==> src/rtl/overlay_pkg.sv <==
// overlay_pkg: shared geometry constants, controller state and bounce helper
package overlay_pkg;
  localparam int H_ACTIVE = 800;
  localparam int V_ACTIVE = 600;
  localparam int HALF = 64;
  localparam int STEP = 8;
  localparam int ROW_MIN = HALF - 1;
  localparam int ROW_MAX = V_ACTIVE - HALF - 1;
  localparam int COL_MIN = HALF - 1;
  localparam int COL_MAX = H_ACTIVE - HALF - 1;
  localparam logic [9:0] RST_ROW = 10'd300;
  localparam logic [9:0] RST_COL = 10'd400;
  typedef enum logic {S_OFF, S_RUN} ctrl_state_t;
  typedef struct packed {
    logic [9:0] pos;
    logic tog;
  } step_t;
  function automatic step_t bounce_step(logic [9:0] pos, logic dir, int lo, int hi);
    logic signed [11:0] n;
    n = $signed({2'b00, pos}) + (dir ? -12'(STEP) : 12'(STEP));
    if (!dir && n >= 12'(hi)) return '{pos: 10'(hi), tog: 1'b1};
    if (dir && n <= 12'(lo)) return '{pos: 10'(lo), tog: 1'b1};
    return '{pos: n[9:0], tog: 1'b0};
  endfunction
endpackage

==> src/rtl/overlay_clamp.sv <==
// overlay_clamp: clamps a signed 12-bit coordinate into [LO, HI] as 10 bits
module overlay_clamp #(
  parameter int LO = 0,
  parameter int HI = 1023
) (
  input  logic signed [11:0] val,
  output logic [9:0]         q
);
  localparam logic signed [11:0] LO_S = 12'(LO);
  localparam logic signed [11:0] HI_S = 12'(HI);
  // saturate at either bound, otherwise pass the low bits through
  always_comb q = val < LO_S ? 10'(LO) : val > HI_S ? 10'(HI) : val[9:0];
endmodule

==> src/rtl/overlay_ctrl.sv <==
// overlay_ctrl: frame-synchronous position/enable control for the highlight box
module overlay_ctrl
  import overlay_pkg::*;
(
  input  logic       i_clk,
  input  logic       i_rst_n,
  input  logic       i_frame_start,
  input  logic       i_enable,
  input  logic       i_bounce,
  input  logic       i_req_valid,
  output logic       o_req_ready,
  input  logic [9:0] i_req_row,
  input  logic [9:0] i_req_col,
  input  logic       i_up,
  input  logic       i_down,
  input  logic       i_left,
  input  logic       i_right,
  output logic [9:0] o_row,
  output logic [9:0] o_col,
  output logic       o_enable,
  output logic       o_commit
);
  localparam logic signed [11:0] STP = 12'(STEP);
  ctrl_state_t state_q, state_d;
  logic [9:0] pend_r, pend_c, cl_r, cl_c, disp_r, disp_c;
  logic abs_pend, dir_r, dir_c, hs, nud, commit, bnc;
  logic signed [11:0] dr, dc, cin_r, cin_c;
  step_t st_r, st_c;

  assign hs = i_req_valid && !abs_pend;
  assign nud = !i_bounce && (i_up || i_down || i_left || i_right);
  assign commit = i_frame_start && i_enable;
  assign bnc = commit && state_q == S_RUN && i_bounce && !abs_pend;
  assign dr = (i_down ? STP : 12'sd0) - (i_up ? STP : 12'sd0);
  assign dc = (i_right ? STP : 12'sd0) - (i_left ? STP : 12'sd0);
  assign cin_r = hs ? $signed({2'b00, i_req_row}) : $signed({2'b00, pend_r}) + dr;
  assign cin_c = hs ? $signed({2'b00, i_req_col}) : $signed({2'b00, pend_c}) + dc;
  assign st_r = bounce_step(pend_r, dir_r, ROW_MIN, ROW_MAX);
  assign st_c = bounce_step(pend_c, dir_c, COL_MIN, COL_MAX);
  assign disp_r = bnc ? st_r.pos : pend_r;
  assign disp_c = bnc ? st_c.pos : pend_c;
  assign o_enable = state_q == S_RUN;
  assign o_req_ready = !abs_pend;

  overlay_clamp #(.LO(ROW_MIN), .HI(ROW_MAX)) u_clamp_r (.val(cin_r), .q(cl_r));
  overlay_clamp #(.LO(COL_MIN), .HI(COL_MAX)) u_clamp_c (.val(cin_c), .q(cl_c));

  // state register
  always_ff @(posedge i_clk or negedge i_rst_n)
    if (!i_rst_n) state_q <= S_OFF;
    else state_q <= state_d;

  // on/off decision is sampled only at frame start
  always_comb begin
    state_d = state_q;
    if (i_frame_start) state_d = i_enable ? S_RUN : S_OFF;
  end

  // pending/committed position, request flag and bounce direction
  always_ff @(posedge i_clk or negedge i_rst_n)
    if (!i_rst_n) begin
      pend_r <= RST_ROW;
      pend_c <= RST_COL;
      o_row <= RST_ROW;
      o_col <= RST_COL;
      abs_pend <= 1'b0;
      dir_r <= 1'b0;
      dir_c <= 1'b0;
      o_commit <= 1'b0;
    end else begin
      o_commit <= commit;
      if (commit) begin
        o_row <= disp_r;
        o_col <= disp_c;
      end
      pend_r <= (hs || nud) ? cl_r : commit ? disp_r : pend_r;
      pend_c <= (hs || nud) ? cl_c : commit ? disp_c : pend_c;
      abs_pend <= hs ? 1'b1 : i_frame_start ? 1'b0 : abs_pend;
      if (bnc) begin
        dir_r <= dir_r ^ st_r.tog;
        dir_c <= dir_c ^ st_c.tog;
      end
    end
endmodule

==> config.mk <==
export PLATFORM = sky130hd
export DESIGN_NAME = overlay_ctrl
export DESIGN_NICKNAME = d
export VERILOG_FILES = /design/src/rtl/overlay_pkg.sv /design/src/rtl/overlay_clamp.sv /design/src/rtl/overlay_ctrl.sv
export SDC_FILE = /design/constraint.sdc
export NUM_CORES = 1
export LEC_CHECK = 0
export CORE_MARGIN = 1.5
export CORE_UTILIZATION = 57
export DETAILED_ROUTE_END_ITERATION = 12
export MAX_ROUTING_LAYER = met4
export PLACE_DENSITY = 0.77
export SYNTH_ARGS = -nofsm -noshare
export SYNTH_HDL_FRONTEND = slang
export SYNTH_SLANG_ARGS = --single-unit
==> constraint.sdc <==
create_clock -name i_clk -period 4.3 [get_ports i_clk]
set_input_delay 1.29 -clock i_clk [delete_from_list [all_inputs] [get_ports i_clk]]
set_output_delay 1.29 -clock i_clk [all_outputs]
set_load 0.01 [all_outputs]
After elaboration in Yosys (flattened, before gate mapping). Index checks and enable logic that the tools add are counted.

Add/subtract/negate cells: 6. Order comparisons: 8. Mux-type cells: 35. Bitwise operators: 2. Reduce and logical (&&, ||, !) cells: 20.

Operators by type and width (count): 2-to-1 mux 10 bit (10); 2-to-1 mux 11 bit (8); 2-to-1 mux 12 bit (4); adder 11 x 12 -> 12 bit (2); adder 11 x 5 -> 12 bit (2); >= comparator 12 x 11 -> 1 bit (second input constant) (2); > comparator 12 x 11 -> 1 bit (second input constant) (2); <= comparator 12 x 7 -> 1 bit (second input constant) (2); less-than comparator 12 x 7 -> 1 bit (second input constant) (2); 2-to-1 mux 4 bit (4); logical AND 1 bit (10); subtractor 4 x 4 -> 5 bit (2); 2-to-1 mux 1 bit (9); logical NOT 1 bit (4); logical OR 1 bit (4); nonzero test 2 bit (2); XOR 1 bit (2).

Register bits: 45. Input bits: 30. Output and inout bits: 23. Logic and storage cells: 80.

Longest topological paths before layout. Gate-level depths: netlist (run 1).

Word-level depth: 11. Depth in mapped cells: 14. Mapped depth without buffers: 13.

By module. A second synthesis (run 1) with hierarchy kept.

Cells, all modules: 540. Area total of the unflattened synthesis: 4282.9 sq um.

By module, submodules not included: overlay_ctrl (instances 1, cells an instance 483, area each 3952.5 sq um, seq. area each 1143.6 sq um); overlay_clamp (u_clamp_r) (instances 1, cells an instance 28, area each 172.7 sq um, seq. area each 0.0 sq um); overlay_clamp (u_clamp_c) (instances 1, cells an instance 29, area each 157.7 sq um, seq. area each 0.0 sq um).

Least setup slack after synthesis (run 1). No wires, ideal clock.

Kind: input port to flip-flop. Start: input port i_down. End: register pend_r[0]. Setup time: 0.126 ns. Data arrival time: 4.258 ns. Data required time: 4.174 ns. Path slack: -0.084 ns. Stages on the path: 14. Path buffers: 2. Cells stage by stage: inv_1 > ha_1 > buf_6 > buf_2 > xor2_1 > ha_1 > and2_1 > a22o_1 > o211a_1 > or3_1 > or4_4 > mux2i_4 > nand2_2 > o32a_1.

Word-level cells in the longest chain between the ends: 8. Elaborated cells between the ends (all ways): 15. Those cells by class: add/sub: 2; order compare: 2; mux: 5; reduce/logical: 6.

RTL lines: start: declaration (line overlay_ctrl.sv:15) `input logic i_down,`; 2-to-1 mux 4 bit (line overlay_ctrl.sv:34) `assign dr = (i_down ? STP : 12'sd0) - (i_up ? STP : 12'sd0);`; subtractor 4 x 4 -> 5 bit (line overlay_ctrl.sv:34); adder 11 x 5 -> 12 bit (line overlay_ctrl.sv:36) `assign cin_r = hs ? $signed({2'b00, i_req_row}) : $signed({2'b00, pend_r}) + dr;`; 2-to-1 mux 12 bit (line overlay_ctrl.sv:36); > comparator 12 x 11 -> 1 bit (line overlay_clamp.sv:12) `always_comb q = val < LO_S ? 10'(LO) : val > HI_S ? 10'(HI) : val[9:0];`; 2-to-1 mux 10 bit (2 in series) (line overlay_clamp.sv:12); 2-to-1 mux 10 bit (line overlay_ctrl.sv:76) `pend_r <= (hs || nud) ? cl_r : commit ? disp_r : pend_r;`; end signal: assignment (line overlay_ctrl.sv:76); end: declaration (line overlay_ctrl.sv:25) `logic [9:0] pend_r, pend_c, cl_r, cl_c, disp_r, disp_c;`.

Several ways; a longest one is shown, not always the timed one. A chain may end at the register's enable or synchronous reset.

Worst setup path in the final report (run 1).
Start: input port i_right. End: register pend_c[2].

Word-level cells in the longest chain between the ends: 8. Elaborated cells between the ends (all ways): 13. Those cells by class: add/sub: 2; order compare: 2; mux: 5; reduce/logical: 4.

RTL lines: start: declaration (line overlay_ctrl.sv:17) `input logic i_right,`; 2-to-1 mux 4 bit (line overlay_ctrl.sv:35) `assign dc = (i_right ? STP : 12'sd0) - (i_left ? STP : 12'sd0);`; subtractor 4 x 4 -> 5 bit (line overlay_ctrl.sv:35); adder 11 x 5 -> 12 bit (line overlay_ctrl.sv:37) `assign cin_c = hs ? $signed({2'b00, i_req_col}) : $signed({2'b00, pend_c}) + dc;`; 2-to-1 mux 12 bit (line overlay_ctrl.sv:37); > comparator 12 x 11 -> 1 bit (line overlay_clamp.sv:12); 2-to-1 mux 10 bit (2 in series) (line overlay_clamp.sv:12); 2-to-1 mux 10 bit (line overlay_ctrl.sv:77) `pend_c <= (hs || nud) ? cl_c : commit ? disp_c : pend_c;`; end signal: assignment (line overlay_ctrl.sv:77); end: declaration (line overlay_ctrl.sv:25).

Several ways; a longest one is shown, not always the timed one.

==> key figures, run 1 <==
Status
  • Status: finished clean

Cells and area
  • Fraction of layout cells with a size suffix above 1: 16.7%
  • Layout overhead on the synthesized area: 25.9%
  • Post-layout util: 74.5%
  • N_diodes: 0
  • Fillers: 571
  • Layout Nets: 679
  • Commonest non-fill, non-tap cell in the layout: nor2_1
  • Most frequent cells in the layout: nor2_1, clkdlybuf4s50_1, buf_4

Synth
  • Cell accounting for the most synthesized area: dfrtp_1
  • Unique cell type count in the Yosys netlist: 75
  • Syn_area_per_cell: 7.96 um^2
  • Post-synth net total: 599
  • Number of synthesized register bits: 45
  • Fraction of registers with async set/reset: 100%
  • Top_reg_cell synth: dfrtp_1
  • EDFF count, synth: 0
  • Gate Count Post-Synth: 542
  • Post-Syn Area: 0.00431 mm^2
  • Synth top area cells: dfrtp_1, dfstp_2, ha_1
  • Number of synthesis warnings: 0
  • Yosys top cell area share: 18.0%
  • Fraction of the yosys area taken by sequential cells: 26.5%

Floorplan
  • Die Area: 0.00810 mm^2
  • Initial Util: 59.1%
  • FP Rows: 31
  • Die Width: 90.0 um
  • Core area: 0.00729 mm^2
  • Io pins: 53
  • Die Y: 90.0 um

STA
  • Slew @ Worst Pin: 0.958 ns
  • Hold Vio Cnt, Final: 0
  • Relative slew slack: 36.1%
  • Final Critical Period: 4.12 ns
  • Setup Skew: 0.00838 ns
  • Period utilization: 95.9%
  • Final Max Slew Viols: 0
  • Setup ws final: 0.177 ns
  • Total negative slack: 0 ns
  • Final setup fails: 0
  • Fmax: 0.243 GHz

Critical path
  • CP endpoint kind: register
  • Worst Path Required: 4.49 ns
  • CP Max Fanout: 6
  • Critical Setup Path Class: in2reg
  • Critical path arrival: 4.31 ns
  • Crit start category: primary input

Pwr
  • Pint: 1.91 mW
  • Sw Ratio: 48.5%
  • Clock group share of total power: 8.9%
  • Sequential Power Share: 23.6%
  • Peak supply drop: 0.272 mV
  • Pleak: 2.25 nW
  • Sw power: 1.79 mW
  • Gate power share: 67.5%
  • Pwr per Cell Area: 682 mW/mm^2

Clock tree
  • Clock-pin transition on the worst setup and hold timing paths: 0.09 ns
  • Maximum level of the CTS H-tree: 2
  • Bufs on Longest Clock Path: 2
  • Number of clock sinks: 45
  • CTS tree: done
  • Hold_buf cts: 0
  • Clock latency on the worst-skew pair: 0.31 ns
  • TritonCTS Buffers: 5
  • CTS root buffer: clkbuf_8

Placement
  • Final HPWL DP: 9400 um
  • IO Port Bufs: 52
  • Dpl ws: -0.376 ns
  • Routability cong.: 0.930

Drt
  • Avg WL per Cell: 17.2 um
  • Final ANT Viol Nets: 0
  • Initial DRC count: 315
  • First-pass iteration count of the detailed router: 5
  • Via density: 6.40
  • Vias: 4622
  • Residual DRC count: 0
  • Final wirelength: 12500 um

Flow run
  • Total of max-cap violations: 0

Worst hold path
  • Hold Crit Class: reg2reg

Global routing
  • GRT Total Usage: 31.3%
  • Total gr overflow: 0
  • Largest net degree at the start of global routing: 46
  • Vias in the first global route: 4335
  • Initial antenna violation count: 0
  • First-pass GRT wire length: 20500 um
-- state kept, by name, indices dropped and copies added (netlist names) --
| signal | flops |
|---|---|
| abs_pend | 1 |
| dir_c | 1 |
| dir_r | 1 |
| o_col | 10 |
| o_commit | 1 |
| o_enable | 1 |
| o_row | 10 |
| pend_c | 10 |
| pend_r | 10 |
-- Yosys cell counts, types with 4 or more instances --
| library cell | number |
|---|---|
| nor3b_1 | 4 |
| o22ai_1 | 4 |
| nor4_1 | 4 |
| o21a_1 | 7 |
| nand3_1 | 15 |
| o32a_1 | 7 |
| buf_2 | 8 |
| xor2_1 | 7 |
| and2_1 | 12 |
| or3_1 | 6 |
| dfrtp_1 | 31 |
| a21o_1 | 8 |
| nand2_1 | 42 |
| nor2_1 | 56 |
| a31oi_1 | 11 |
| o21bai_1 | 4 |
| xnor2_1 | 5 |
| o21ai_0 | 41 |
| dfstp_2 | 14 |
| clkbuf_1 | 18 |
| and3_1 | 9 |
| a21oi_1 | 30 |
| nand4_1 | 4 |
| ha_1 | 25 |
| a211oi_1 | 10 |
| nor2b_1 | 6 |
| or2_2 | 6 |
| o31ai_1 | 7 |
| inv_1 | 19 |
| nand2b_1 | 9 |
| mux2i_1 | 6 |
| nor3_1 | 23 |
| o211ai_1 | 12 |
| o31a_1 | 4 |
-- layer usage --
layer	track usage [%]	part of all wire [%]	vias to the layer above
met2	46.9	44	225
met3	3.89	8.3	11
met5	-	0	-
met1	45.4	46	2176
li1	-	-	2210
met4	7.14	0.74	0
-- logic make-up after synthesis --
group           Yosys count  share of synthesized area, %
simple gates            215                          25.6
compound gates          189                          30.7
buf+inv                  47                          4.67
flops                    45                          26.5
fa+ha+maj                27                          8.18
xor+xnor                 12                          2.44
mux                       7                          1.91
-- area by class of cell --
cell class / instances / area (um^2) / share of cell area, %
inverters: 19 / 71.3 / 1.31
multi-input cells: 450 / 3080 / 56.6
flip-flops and latches: 45 / 1140 / 21.1
clock buffers: 6 / 72.6 / 1.34
repair buffers: 101 / 905 / 16.7
clock inverters: 2 / 38.8 / 0.714
well taps: 99 / 124 / 2.28
-- worst max-delay path: stages --
cell and delay (ns):
clkdlybuf4s50_1 0.48, inv_1 0.06, ha_1 0.28, inv_1 0.06, ha_1 0.16, ha_1 0.21
nand4bb_1 0.13, o21ai_1 0.18, o211ai_1 0.18, and3_1 0.21, o31ai_2 0.28, buf_4 0.16
a21o_1 0.13, nand3_2 0.16, o32a_1 0.34
-- what timing repair did --
item | in CTS | in global routing
pin swaps | 2 | 11
endpoints found under the setup margin | 6 | 16
buffers inserted | 0 | 1
gates resized for setup | 2 | 18
-- power by group through the flow --
stage                     Combinational (mW)  Clock, mW  Sequential, mW
after floorplan                         1.72          0           0.758
after global placement                  2.32          0           0.860
after detailed placement                2.39          0           0.866
after CTS                               2.41      0.329           0.858
after global routing                    2.75      0.345           0.902
final                                   2.50      0.330           0.873
-- metrics by stage --
step           total power [mW]  hold slack [ns]  cell area, um^2  std cells
6_report                   3.70            0.490             5430        722
5_1_grt                    4.00            0.508             5430        722
4_1_cts                    3.59            0.491             5320        721
3_5_place_dp               3.26            0.470             5200        713
3_3_place_gp               3.18            0.460             5200        713
2_1_floorplan              2.48            0.475             4320        542
-- path summary, 6_finish.rpt --
| path | from | end | slack (ns) | cells after the start |
|---|---|---|---|---|
| worst max-delay path | i_right | pend_c[2] | 0.18 | 15 |
| worst min-delay path | o_row[8] | o_row[8] | 0.49 | 2 |
| worst max register to register | pend_r[4] | pend_r[0] | 0.73 | 9 |
| worst min register to register | o_row[8] | o_row[8] | 0.49 | 2 |
| max in group asynchronous | i_rst_n | o_row[0] | 2.58 | 1 |
| min in group asynchronous | i_rst_n | o_row[6] | 1.12 | 1 |
(Power assumes the default switching activity.)
==> inputs of run 2 (changes only) <==
PLACE_DENSITY = 0.78   (was 0.77)
SYNTH_HIERARCHICAL = 1   (was not set)
==> run 2 against run 1 <==
Effect of this change:
- combinational power grew 21%
- maximum frequency hardly changed
- global-route usage grew 1.7 points
- highest routed layer unchanged
- via count shrank 2.5%
- area after synthesis is 0.70% lower
- routed wire length increased by 1.7%
==> key figures, run 2 <==
Clock tree
  • Maximum level of the CTS H-tree: 2 (unchanged)
  • Hold_buf cts: 0 (unchanged)
  • CTS root buffer: clkbuf_8 (unchanged)
  • Bufs on Longest Clock Path: 2 (unchanged)
  • Clock latency on the worst-skew pair: 0.30 ns (was 0.31 ns)
  • Clock-pin transition on the worst setup and hold timing paths: 0.08 ns (was 0.09 ns)
  • Number of clock sinks: 45 (unchanged)
  • CTS tree: done (unchanged)
  • TritonCTS Buffers: 5 (unchanged)

Global routing
  • Met1 usage: 47.1% (was 45.4%)
  • Met3 Use GR: 4.48% (was 3.89%)
  • Largest net degree at the start of global routing: 46 (unchanged)
  • First-pass GRT wire length: 20000 um (was 20500 um)
  • Initial antenna violation count: 0 (unchanged)
  • GRT Total Usage: 33.1% (was 31.3%)
  • Top Usage Layer GRT: met2 (unchanged)
  • Vias in the first global route: 4172 (was 4335)
  • M2 GR Usage: 51.3% (was 46.9%)
  • Total gr overflow: 0 (unchanged)

STA
  • Slew @ Worst Pin: 1.03 ns (was 0.958 ns)
  • Final Max Slew Viols: 0 (unchanged)
  • Final Critical Period: 4.12 ns (about the same)
  • Hold Vio Cnt, Final: 0 (unchanged)
  • RSZ-0062 raised after global routing: false
  • WHS: 0.498 ns (was 0.490 ns)
  • Period utilization: 95.8% (was 95.9%)
  • Final setup fails: 0 (unchanged)
  • Fmax: 0.243 GHz (about the same)
  • Setup Skew: 0.00551 ns (was 0.00838 ns)
  • Relative slew slack: 31.4% (was 36.1%)

Critical path
  • Worst path cell trace: clkdlybuf4s15_1, ha_1, inv_1, ha_2, inv_2, fa_2, nor2b_2, o21ai_2, a21oi_2, o21ai_1, nand2_1, xnor2_1, mux2_4, a21o_1, or3_4, or3_1, nand2_1, nand3b_1 (was clkdlybuf4s50_1, inv_1, ha_1, inv_1, ha_1, ha_1, nand4bb_1, o21ai_1, o211ai_1, and3_1, o31ai_2, buf_4, a21o_1, nand3_2, o32a_1)
  • Critical path's top delay family: simple AND/OR/NAND/NOR gates (was compound AO/OA/AOI/OAI gates)
  • Worst Path Required: 4.49 ns (about the same)
  • CP endpoint kind: register (unchanged)
  • Worst reg2reg startpoint: pend_c[3] (was pend_r[4])
  • Crit path launch: i_left (was i_right)
  • CP Max Fanout: 3 (was 6)
  • Buffers & Inverters on Critical Path: 3 (was 4)
  • Crit start category: primary input (unchanged)
  • CP max stage delay: 0.39 ns (was 0.48 ns)
  • Critical Setup Path Class: in2reg (unchanged)
  • Critical path arrival: 4.31 ns (about the same)
  • Slowest CP cell: or3_4 (was clkdlybuf4s50_1)
  • Critical Path Most Common Cell: nand2_1 (was ha_1)

Drt
  • Via density: 6.19 (was 6.40)
  • Final ANT Viol Nets: 0 (unchanged)
  • Initial DRC count: 325 (was 315)
  • Residual DRC count: 0 (unchanged)
  • Avg WL per Cell: 17.4 um (was 17.2 um)
  • Final wirelength: 12700 um (was 12500 um)
  • Vias: 4505 (was 4622)
  • First-pass iteration count of the detailed router: 5 (unchanged)

Synth
  • Synth top area cells: dfrtp_1, ha_1, dfstp_2 (was dfrtp_1, dfstp_2, ha_1)
  • EDFF count, synth: 0 (unchanged)
  • Fraction of the yosys area taken by sequential cells: 26.7% (was 26.5%)
  • Number of synthesis warnings: 6 (was 0)
  • Yosys top cell area share: 18.1% (was 18.0%)
  • Most frequent cell after synthesis: nand2_1 (was nor2_1)
  • Synth cell count leaders: nand2_1, nor2_1, a21oi_1, o21ai_0, ha_1 (was nor2_1, nand2_1, o21ai_0, dfrtp_1, a21oi_1)
  • Syn_area_per_cell: 7.93 um^2 (was 7.96 um^2)
  • Gate Count Post-Synth: 540 (was 542)
  • Fraction of registers with async set/reset: 100% (unchanged)
  • Post-Syn Area: 0.00428 mm^2 (was 0.00431 mm^2)
  • Number of synthesized register bits: 45 (unchanged)
  • Post-synth net total: 607 (was 599)
  • Top_reg_cell synth: dfrtp_1 (unchanged)
  • Cell accounting for the most synthesized area: dfrtp_1 (unchanged)
  • Unique cell type count in the Yosys netlist: 78 (was 75)

Floorplan
  • Die Width: 89.7 um (was 90.0 um)
  • Io pins: 53 (unchanged)
  • Initial Util: 59.0% (was 59.1%)
  • Die Y: 89.7 um (was 90.0 um)
  • Core area: 0.00725 mm^2 (was 0.00729 mm^2)
  • Die Area: 0.00804 mm^2 (was 0.00810 mm^2)
  • FP Rows: 31 (unchanged)

Placement
  • Routability cong.: 0.947 (was 0.930)
  • Final HPWL DP: 9550 um (was 9400 um)
  • Dpl cells: 718 (was 713)
  • IO Port Bufs: 52 (unchanged)

Pwr
  • Sw power: 2.05 mW (was 1.79 mW)
  • Pleak: 2.37 nW (was 2.25 nW)
  • Sw Ratio: 49.4% (was 48.5%)
  • Sequential Power Share: 21.1% (was 23.6%)
  • Pwr per Cell Area: 778 mW/mm^2 (was 682 mW/mm^2)
  • Peak supply drop: 0.713 mV (was 0.272 mV)
  • Gate power share: 72.7% (was 67.5%)
  • Clock group share of total power: 6.2% (was 8.9%)
  • Pint: 2.11 mW (was 1.91 mW)

Cells and area
  • Layout Nets: 695 (was 679)
  • Layout overhead on the synthesized area: 24.8% (was 25.9%)
  • Post-route insts no fill: 728 (was 722)
  • Fraction of layout cells with a size suffix above 1: 18.8% (was 16.7%)
  • Commonest non-fill, non-tap cell in the layout: nand2_1 (was nor2_1)
  • Most frequent cells in the layout: nand2_1, nor2_1, buf_4 (was nor2_1, clkdlybuf4s50_1, buf_4)
  • N_diodes: 0 (unchanged)

Flow run
  • Total of max-cap violations: 0 (unchanged)

Worst hold path
  • Hold_sp: o_row[5] (was o_row[8])
  • Hold Crit Class: reg2reg (unchanged)

Status
  • Status: finished clean (unchanged)
## run 2: power by group through the flow
| stage | clock [mW] | combinational, mW | sequential (mW) |
|---|---|---|---|
| after detailed placement | 0 | 2.86 | 0.868 |
| final | 0.258 | 3.02 | 0.878 |
| after global routing | 0.282 | 3.31 | 0.897 |
| after global placement | 0 | 2.77 | 0.865 |
| after CTS | 0.261 | 2.89 | 0.864 |
| after floorplan | 0 | 1.97 | 0.812 |
## run 2: logic make-up after synthesis
kind of cell               after synthesis  synth area share [%]
adders and majority gates               37                  11.5
DFF                                     45                  26.7
AOI/OAI and AO/OA                      161                  25.6
buffers and inverters                   50                  4.79
muxes                                    6                  1.46
xor gates and xnor gates                14                  2.86
and+or+nand+nor                        227                  27.1
## run 2: layer usage
layer	vias to the layer above	share of wire, %
met5	-	0
met1	2144	46
met2	204	45
met4	0	1.0
met3	18	8.0
li1	2139	-
## run 2: worst paths after layout
kind	to	cells after the start	slack [ns]
setup / recovery	pend_c[1]	18	0.18
setup reg to reg	pend_c[1]	15	1.04
min in group asynchronous	abs_pend	1	1.17
max in group asynchronous	dir_r	1	2.50
hold / removal	o_row[5]	2	0.50
hold reg to reg	o_row[5]	2	0.50
## run 2: tightest hold or removal path: stages, from the launching register on
cell and delay, ns:
dfstp_2 0.38, nand2_1 0.05, nand3_1 0.07
## run 2: repair_timing
action                     4_1_cts  5_1_grt
resized for setup               10       29
setup buffers                    1        1
setup endpoints to repair       10       14
pin swaps                        7       24
## run 2: final cells by class
type                       instances  area, um^2
clock buffer                       8        80.1
fill                             576        1910
inverter                          31         116
multi-input combinational        445        3010
sequential                        45        1140
tap                               99         124
timing repair buffer             100         876
## run 2: metrics by stage
step	setup TNS [ns]	worst slack [ns]	instance area (um^2)	util [%]	power, mW
after global placement	-4.45	-0.452	5180	71.4	3.63
after CTS	0	0.0198	5270	72.7	4.02
after floorplan	0	0.0699	4280	-	2.78
after global routing	0	0.00646	5350	73.7	4.49
final	0	0.181	5350	73.7	4.16
after detailed placement	-6.74	-0.592	5180	71.4	3.73
